$ cat config.mk
export PLATFORM = sky130hd
export DESIGN_NAME = fifo_wr_arbiter
export DESIGN_NICKNAME = d
export VERILOG_FILES = /design/src/rtl/fifo_wr_arbiter.sv
export SDC_FILE = /design/constraint.sdc
export NUM_CORES = 1
export LEC_CHECK = 0
export BUFFER_PORTS_ARGS = -buffer_cell sky130_fd_sc_hd__buf_2
export CELL_PAD_IN_SITES_DETAIL_PLACEMENT = 1
export CELL_PAD_IN_SITES_GLOBAL_PLACEMENT = 2
export CORE_ASPECT_RATIO = 0.9
export CORE_UTILIZATION = 29
export DETAILED_ROUTE_END_ITERATION = 7
export PLACE_DENSITY_LB_ADDON = 0.1
export SLEW_MARGIN = 20
export SYNTH_ARGS = -nofsm -noshare
export SYNTH_HDL_FRONTEND = slang
export SYNTH_SLANG_ARGS = --single-unit
$ cat constraint.sdc
create_clock -name wr_clk -period 4.1 [get_ports wr_clk]
set_clock_uncertainty 0.15 [all_clocks]
set_input_delay 0.205 -clock wr_clk [delete_from_list [all_inputs] [get_ports wr_clk]]
set_output_delay 0.205 -clock wr_clk [all_outputs]
set_load 0.1 [all_outputs]
$ cat src/rtl/fifo_wr_arbiter.sv
// fifo_wr_arbiter: round-robin arbiter sharing the async_fifo write port among
// NUM_REQ valid/ready requesters. A winner is chosen combinationally, so a
// request can be written in the cycle it arrives. The winner then keeps the
// port for up to BURST_MAX consecutive words before the pointer moves on. No
// write is ever issued while fifo_full is high.
module fifo_wr_arbiter #(
  parameter int NUM_REQ    = 4,
  parameter int DATA_WIDTH = 8,
  parameter int BURST_MAX  = 4,
  parameter int IDW        = $clog2(NUM_REQ)
) (
  input  logic                          wr_clk,
  input  logic                          wr_rst,
  input  logic [NUM_REQ-1:0]            req_valid,
  input  logic [NUM_REQ*DATA_WIDTH-1:0] req_data,
  output logic [NUM_REQ-1:0]            req_ready,
  input  logic                          fifo_full,
  output logic                          fifo_wr_en,
  output logic [DATA_WIDTH-1:0]         fifo_data_in,
  output logic                          grant_valid,
  output logic [IDW-1:0]                grant_id,
  output logic [15:0]                   wr_count
);

  typedef enum logic {IDLE = 1'b0, HOLD = 1'b1} state_t;

  localparam logic [IDW-1:0] LAST_ID   = IDW'(NUM_REQ - 1);
  localparam logic [3:0]     BURST_LIM = 4'(BURST_MAX);

  state_t         state_q, state_d;
  logic [IDW-1:0] owner_q, owner_d;
  logic [IDW-1:0] rr_ptr_q, rr_ptr_d;
  logic [3:0]     burst_cnt_q, burst_cnt_d;
  logic [15:0]    wr_count_q, wr_count_d;

  logic           win_found;
  logic [IDW-1:0] win_id;
  logic [IDW-1:0] scan_idx;
  logic [IDW-1:0] cand;
  logic           cand_valid;
  logic           transfer;
  logic [3:0]     burst_inc;

  // The index after id, wrapping the last requester back to 0 even when
  // NUM_REQ is not a power of two.
  function automatic logic [IDW-1:0] next_id(input logic [IDW-1:0] id);
    return (id == LAST_ID) ? '0 : id + 1'b1;
  endfunction

  // Round-robin scan: the first valid requester at or after rr_ptr wins.
  always_comb begin
    win_found = 1'b0;
    win_id    = '0;
    scan_idx  = rr_ptr_q;
    for (int k = 0; k < NUM_REQ; k++) begin
      if (!win_found && req_valid[scan_idx]) begin
        win_found = 1'b1;
        win_id    = scan_idx;
      end
      scan_idx = next_id(scan_idx);
    end
  end

  // Write-port outputs. These are forced to zero while reset is held, so a
  // reset in the middle of a burst drops the port at once.
  always_comb begin
    cand         = (state_q == HOLD) ? owner_q : win_id;
    cand_valid   = (state_q == HOLD) || win_found;
    req_ready    = '0;
    fifo_wr_en   = 1'b0;
    fifo_data_in = '0;
    grant_valid  = 1'b0;
    grant_id     = '0;
    if (!wr_rst && cand_valid) begin
      grant_valid  = 1'b1;
      grant_id     = cand;
      fifo_data_in = req_data[int'(cand)*DATA_WIDTH +: DATA_WIDTH];
      if (!fifo_full) begin
        req_ready[cand] = 1'b1;
        fifo_wr_en      = req_valid[cand];
      end
    end
  end

  assign transfer = fifo_wr_en;
  assign wr_count = wr_count_q;

  // Next-state logic: take ownership, count burst words, and release the
  // grant on the burst limit or when the owner drops valid.
  always_comb begin
    state_d     = state_q;
    owner_d     = owner_q;
    rr_ptr_d    = rr_ptr_q;
    burst_cnt_d = burst_cnt_q;
    burst_inc   = burst_cnt_q + 4'd1;
    wr_count_d  = wr_count_q + {15'd0, transfer};
    case (state_q)
      IDLE: begin
        if (transfer) begin
          if (BURST_MAX == 1) begin
            rr_ptr_d = next_id(win_id);
          end else begin
            state_d     = HOLD;
            owner_d     = win_id;
            burst_cnt_d = 4'd1;
          end
        end
      end
      HOLD: begin
        if (!req_valid[owner_q]) begin
          state_d     = IDLE;
          rr_ptr_d    = next_id(owner_q);
          burst_cnt_d = 4'd0;
        end else if (transfer) begin
          if (burst_inc == BURST_LIM) begin
            state_d     = IDLE;
            rr_ptr_d    = next_id(owner_q);
            burst_cnt_d = 4'd0;
          end else begin
            burst_cnt_d = burst_inc;
          end
        end
      end
      default: begin
        state_d = IDLE;
      end
    endcase
  end

  // State registers, cleared asynchronously by wr_rst.
  always_ff @(posedge wr_clk or posedge wr_rst) begin
    if (wr_rst) begin
      state_q     <= IDLE;
      owner_q     <= '0;
      rr_ptr_q    <= '0;
      burst_cnt_q <= '0;
      wr_count_q  <= '0;
    end else begin
      state_q     <= state_d;
      owner_q     <= owner_d;
      rr_ptr_q    <= rr_ptr_d;
      burst_cnt_q <= burst_cnt_d;
      wr_count_q  <= wr_count_d;
    end
  end

endmodule
# Word level (Yosys, flattened, before mapping)
# Index checks and enable logic that the tools add are counted.
# word_totals
reg_bits,25
wordCells,89
# op_classes
n_addsub,6
order_cmp,7
eq_ne,9
n_shift,1
muxes,47
n_bitwise,1
n_reduce_logical,13
# ops
cell,count
$shiftx A32 B6 Y8,1
$mux W2,13
$mux W4,6
$lt A2 B3 Y1 const B,6
$mux W1,18
$add A16 B1 Y16,1
$bmux W1 S2,6
$add A2 B1 Y2 const B,4
$eq A2 B2 Y1 const B,4
$mux W8,1
$pmux W4 S2,1
$logic_and A1 B1 Y1,5
$add A4 B1 Y4 const B,1
$eq A4 B3 Y1 const B,1
$logic_not A1 Y1,4
$ne A2 B2 Y1 const B,2
$reduce_and A2 Y1,2
$ne A3 B3 Y1 const B,1
$reduce_and A3 Y1,1
$demux W1 S2,1
$ge A2 B1 Y1 const B,1
$ne A2 B1 Y1 const B,1
$pmux W1 S2,1
$logic_or A1 B1 Y1,1
$not A1 Y1,1

# Longest topological paths before layout
# depth
word_depth,20
depth_mapped,14

# Worst setup path after synthesis
# OpenSTA, ideal clock, no wires.
# synth_timing
path_type,register to register
start,register rr_ptr_q[1]
end,"register wr_count_q[14], in the netlist wr_count[14]"
setup_ns,0.158
t_arrival_ns,5.424
t_required_ns,3.792
slack_ns,-1.632
stages_incl_launch_ff,15
path_buffers,2
synth_period_minus_slack_ns,5.732
cell_sequence,dfrtp_1 ha_1 buf_2 and2b_1 a22o_1 and3_1 or2_2 clkbuf_1 nor3_1 ha_1 ha_1 nand3_1 nor2_1 nand3_1 xnor2_1
# synth_via
elab_chain_cells,18
word_cells_on_any_way,39
# synth_rtl
element,line_no,text
"start, declared",32,"logic [IDW-1:0] rr_ptr_q, rr_ptr_d;"
"start signal, assigned",141,rr_ptr_q <= rr_ptr_d;
"parallel branches: the longest is 16 deep, another holds $add A2 B1 Y2",n/a,
$mux W1 *,74,if (!wr_rst && cand_valid) begin
net fifo_wr_en,18,"output logic fifo_wr_en,"
$add A16 B1 Y16 *,96,"wr_count_d = wr_count_q + {15'd0, transfer};"
net wr_count_d[14],34,"logic [15:0] wr_count_q, wr_count_d;"
"end signal, assigned",143,wr_count_q <= wr_count_d;
"end, declared",34,
# Mark *: on every way through the listed nets, which the timed path passes. The select of a mux whose other input is x is not followed.
# A chain may end at the register's enable or synchronous reset.

# Final worst setup path
# layout_timing
start,register rr_ptr_q[0]
end,output fifo_data_in[6]
# layout_via
elab_chain_cells,15
word_cells_on_any_way,36
# layout_rtl
element,line_no,text
"parallel branches: the longest is 14 deep, another holds $add A2 B1 Y2",n/a,
$mux W8 *,74,
"end, declared",19,"output logic [DATA_WIDTH-1:0] fifo_data_in,"
# Every way passes the cells marked *. The select of a mux whose other input is x is not followed.

==> impl_metrics.ini <==
[floorplanning]
die_x_um = 88.51
rows = 27
start_util_pct = 30.92
die-area_um2 = 7068
core_area_um2 = 6317
io_pins = 71
die_y_um = 79.86

[route]
antenna_left = 0
routed_via_density = 5.019
wl_um = 5528
routedWlPerCell_um = 15.36
num_vias = 1807
drc = 0
drt_iter0_drc = 62
drt_first_pass_iters = 4

[cts]
post-cts-setup-buffers = 0
clock-sinks = 25
hold_buffers = 0
cts.clk_slew.worst_paths_ns = 0.09
cts_buffers = 3
cts_tree = built
cts_resized = 0
cts.path.max_buffers = 2
htree_levels = 1
root_buffer = clkbuf_8
clkLatencyLatePin_ns = 0.27

[timing]
min_period_over_period_pct = 93.06
rsz0062_at_grt = no
tns_ns = 0
tightest_slew_ns = 0.8724
hold_viol_final = 0
fin_ws_ns = 0.2846
setup_violations = 0
clock.fmax_mhz = 262.1
period_needed_ns = 3.815
drv_slew = 0
slew_headroom_pct = 41.48

[worst_setup_path]
cp.arrival_ns = 3.46
cp_max_fo = 13
crit_type = flip-flop to primary output
cp.required_ns = 3.74
crit_path_start_kind = flip-flop
end_kind = primary output

[final_layout]
fill_cells = 751
final_common_cell = buf_2
fin_nets = 319
fin_area_um2 = 2582
drive_gt1_share_pct = 38.10
diodes = 0
area_growth_pct = 32.22
final_cell_mix = buf_2 (61), dfrtp_1 (24), a21oi_1 (16)

[global_routing]
grt_overflow = 0
grt_pass1_wl_um = 8907
grt_usage_pct = 16.14
grt_start_max_net_pins = 26
grt_pass1_vias = 1793
antenna_found_initial = 0

[min_path]
hold_path.class = primary input to flip-flop

[synth]
synth_area_um2 = 1953
ys_warn_count = 0
synth_top_cell_by_area = dfrtp_1
yosysTopAreaCellShare_pct = 32.03
synthArstFlopShare_pct = 100.0
ys_types = 55
synth.yosys.seq_area_share_pct = 32.03
synth-edff-count = 0
netlist_top_cells_area = dfrtp_1 (32%), mux2i_1 (6.1%), xnor2_1 (4.9%)
syn_nets = 252
ys.flop_type = dfrtp_1
ys_ff_latch = 25
syn_inst = 207
syn_avg_cell_area_um2 = 9.435

[placed_design]
gp_congestion = 0.7691
port_buffers = 70
dpl_worst_slack_ns = 0.4508
dpl_cell_area_um2 = 2526
dpl.hpwl_um = 4350

[job]
cap_violations = 0

[outcome]
status = finished, final reports clean
[stage by stage]
step / hold slack, ns / std cells / utilization [%]
6_report: 0.1951 / 360 / 40.88
5_1_grt: 0.2453 / 360 / 40.88
4_1_cts: 0.05572 / 359 / 40.72
3_5_place_dp: 0.3241 / 355 / 39.99
3_3_place_gp: 0.3260 / 355 / 39.99
2_1_floorplan: 0.08225 / 207 / -
[path summary, 6_finish.rpt]
| check | slack (ns) | cells after the start | endpoint | from |
|---|---|---|---|---|
| min | 0.20 | 4 | burst_cnt_q[1] | fifo_full |
| max reg2reg | 0.44 | 13 | wr_count[15] | rr_ptr_q[0] |
| min in group asynchronous | 0.45 | 3 | burst_cnt_q[1] | wr_rst |
| max in group asynchronous | 2.89 | 3 | rr_ptr_q[1] | wr_rst |
| min reg2reg | 0.33 | 1 | wr_count[15] | wr_count[15] |
| max | 0.28 | 9 | fifo_data_in[6] | rr_ptr_q[0] |
[state kept, by name, summed over array words and instances, names as in the netlist]
name	count
state_q	1
wr_count	16
burst_cnt_q	4
owner_q	2
rr_ptr_q	2
[layout make-up]
type                    instances  area [um^2]  share of cell area, %
clock buffers                   3        41.29                  1.599
well taps                      87        108.9                  4.215
inverters                       6        22.52                 0.8721
multi-input cells             166         1275                  49.37
flip-flops and latches         25        626.9                  24.27
clock inverters                 1        5.005                 0.1938
repair buffers                 72        503.0                  19.48
[cell usage after synthesis (2+ instances only)]
cell type  number
a21boi_0        2
o22ai_2         2
nor2_1         13
and3_1          5
buf_6           5
mux2i_1        12
o21ai_1         3
ha_1            6
xnor2_1        11
inv_1           6
nand2b_1        4
a21oi_2         3
nand3_1         8
nand2_1        13
a211oi_1        2
nor2b_1         4
a221oi_1        7
or2_2           3
xor2_1          3
and2b_1         2
nand4_1         4
nand3b_1        3
mux2_2          2
nor3_1          2
o21ai_0        10
buf_2           4
dfrtp_1        25
a21oi_1        16
[routing by layer]
metal / vias to the layer above / global-route usage, % / routed length (um)
met1: 878 / 23.40 / 2849
met2: 31 / 25.46 / 2502
li1: 896 / - / -
met4: 0 / 1.935 / 22
met5: - / 0 / 0
met3: 2 / 2.896 / 154
[worst max-delay path, stage by stage, from the launching register on]
cell,delay (ns)
dfrtp_1,0.56
ha_4,0.44
mux2i_2,0.26
o22ai_2,0.13
nor3_4,0.34
a2bb2oi_2,0.15
o22ai_4,0.43
mux2i_1,0.15
a221oi_1,0.48
buf_12,0.24
[kinds of logic after synthesis]
kind of cell	synth area share, %
AO/OA/AOI/OAI	23.64
XOR/XNOR	6.278
adder cells (fa/ha/maj)	3.844
buffers and inverters	5.253
flip-flops	32.03
multiplexers	9.353
AND/OR/NAND/NOR	19.60
Power is not shown: default switching activity piles up to over one toggle a cycle in this logic, so the estimate is an artifact.
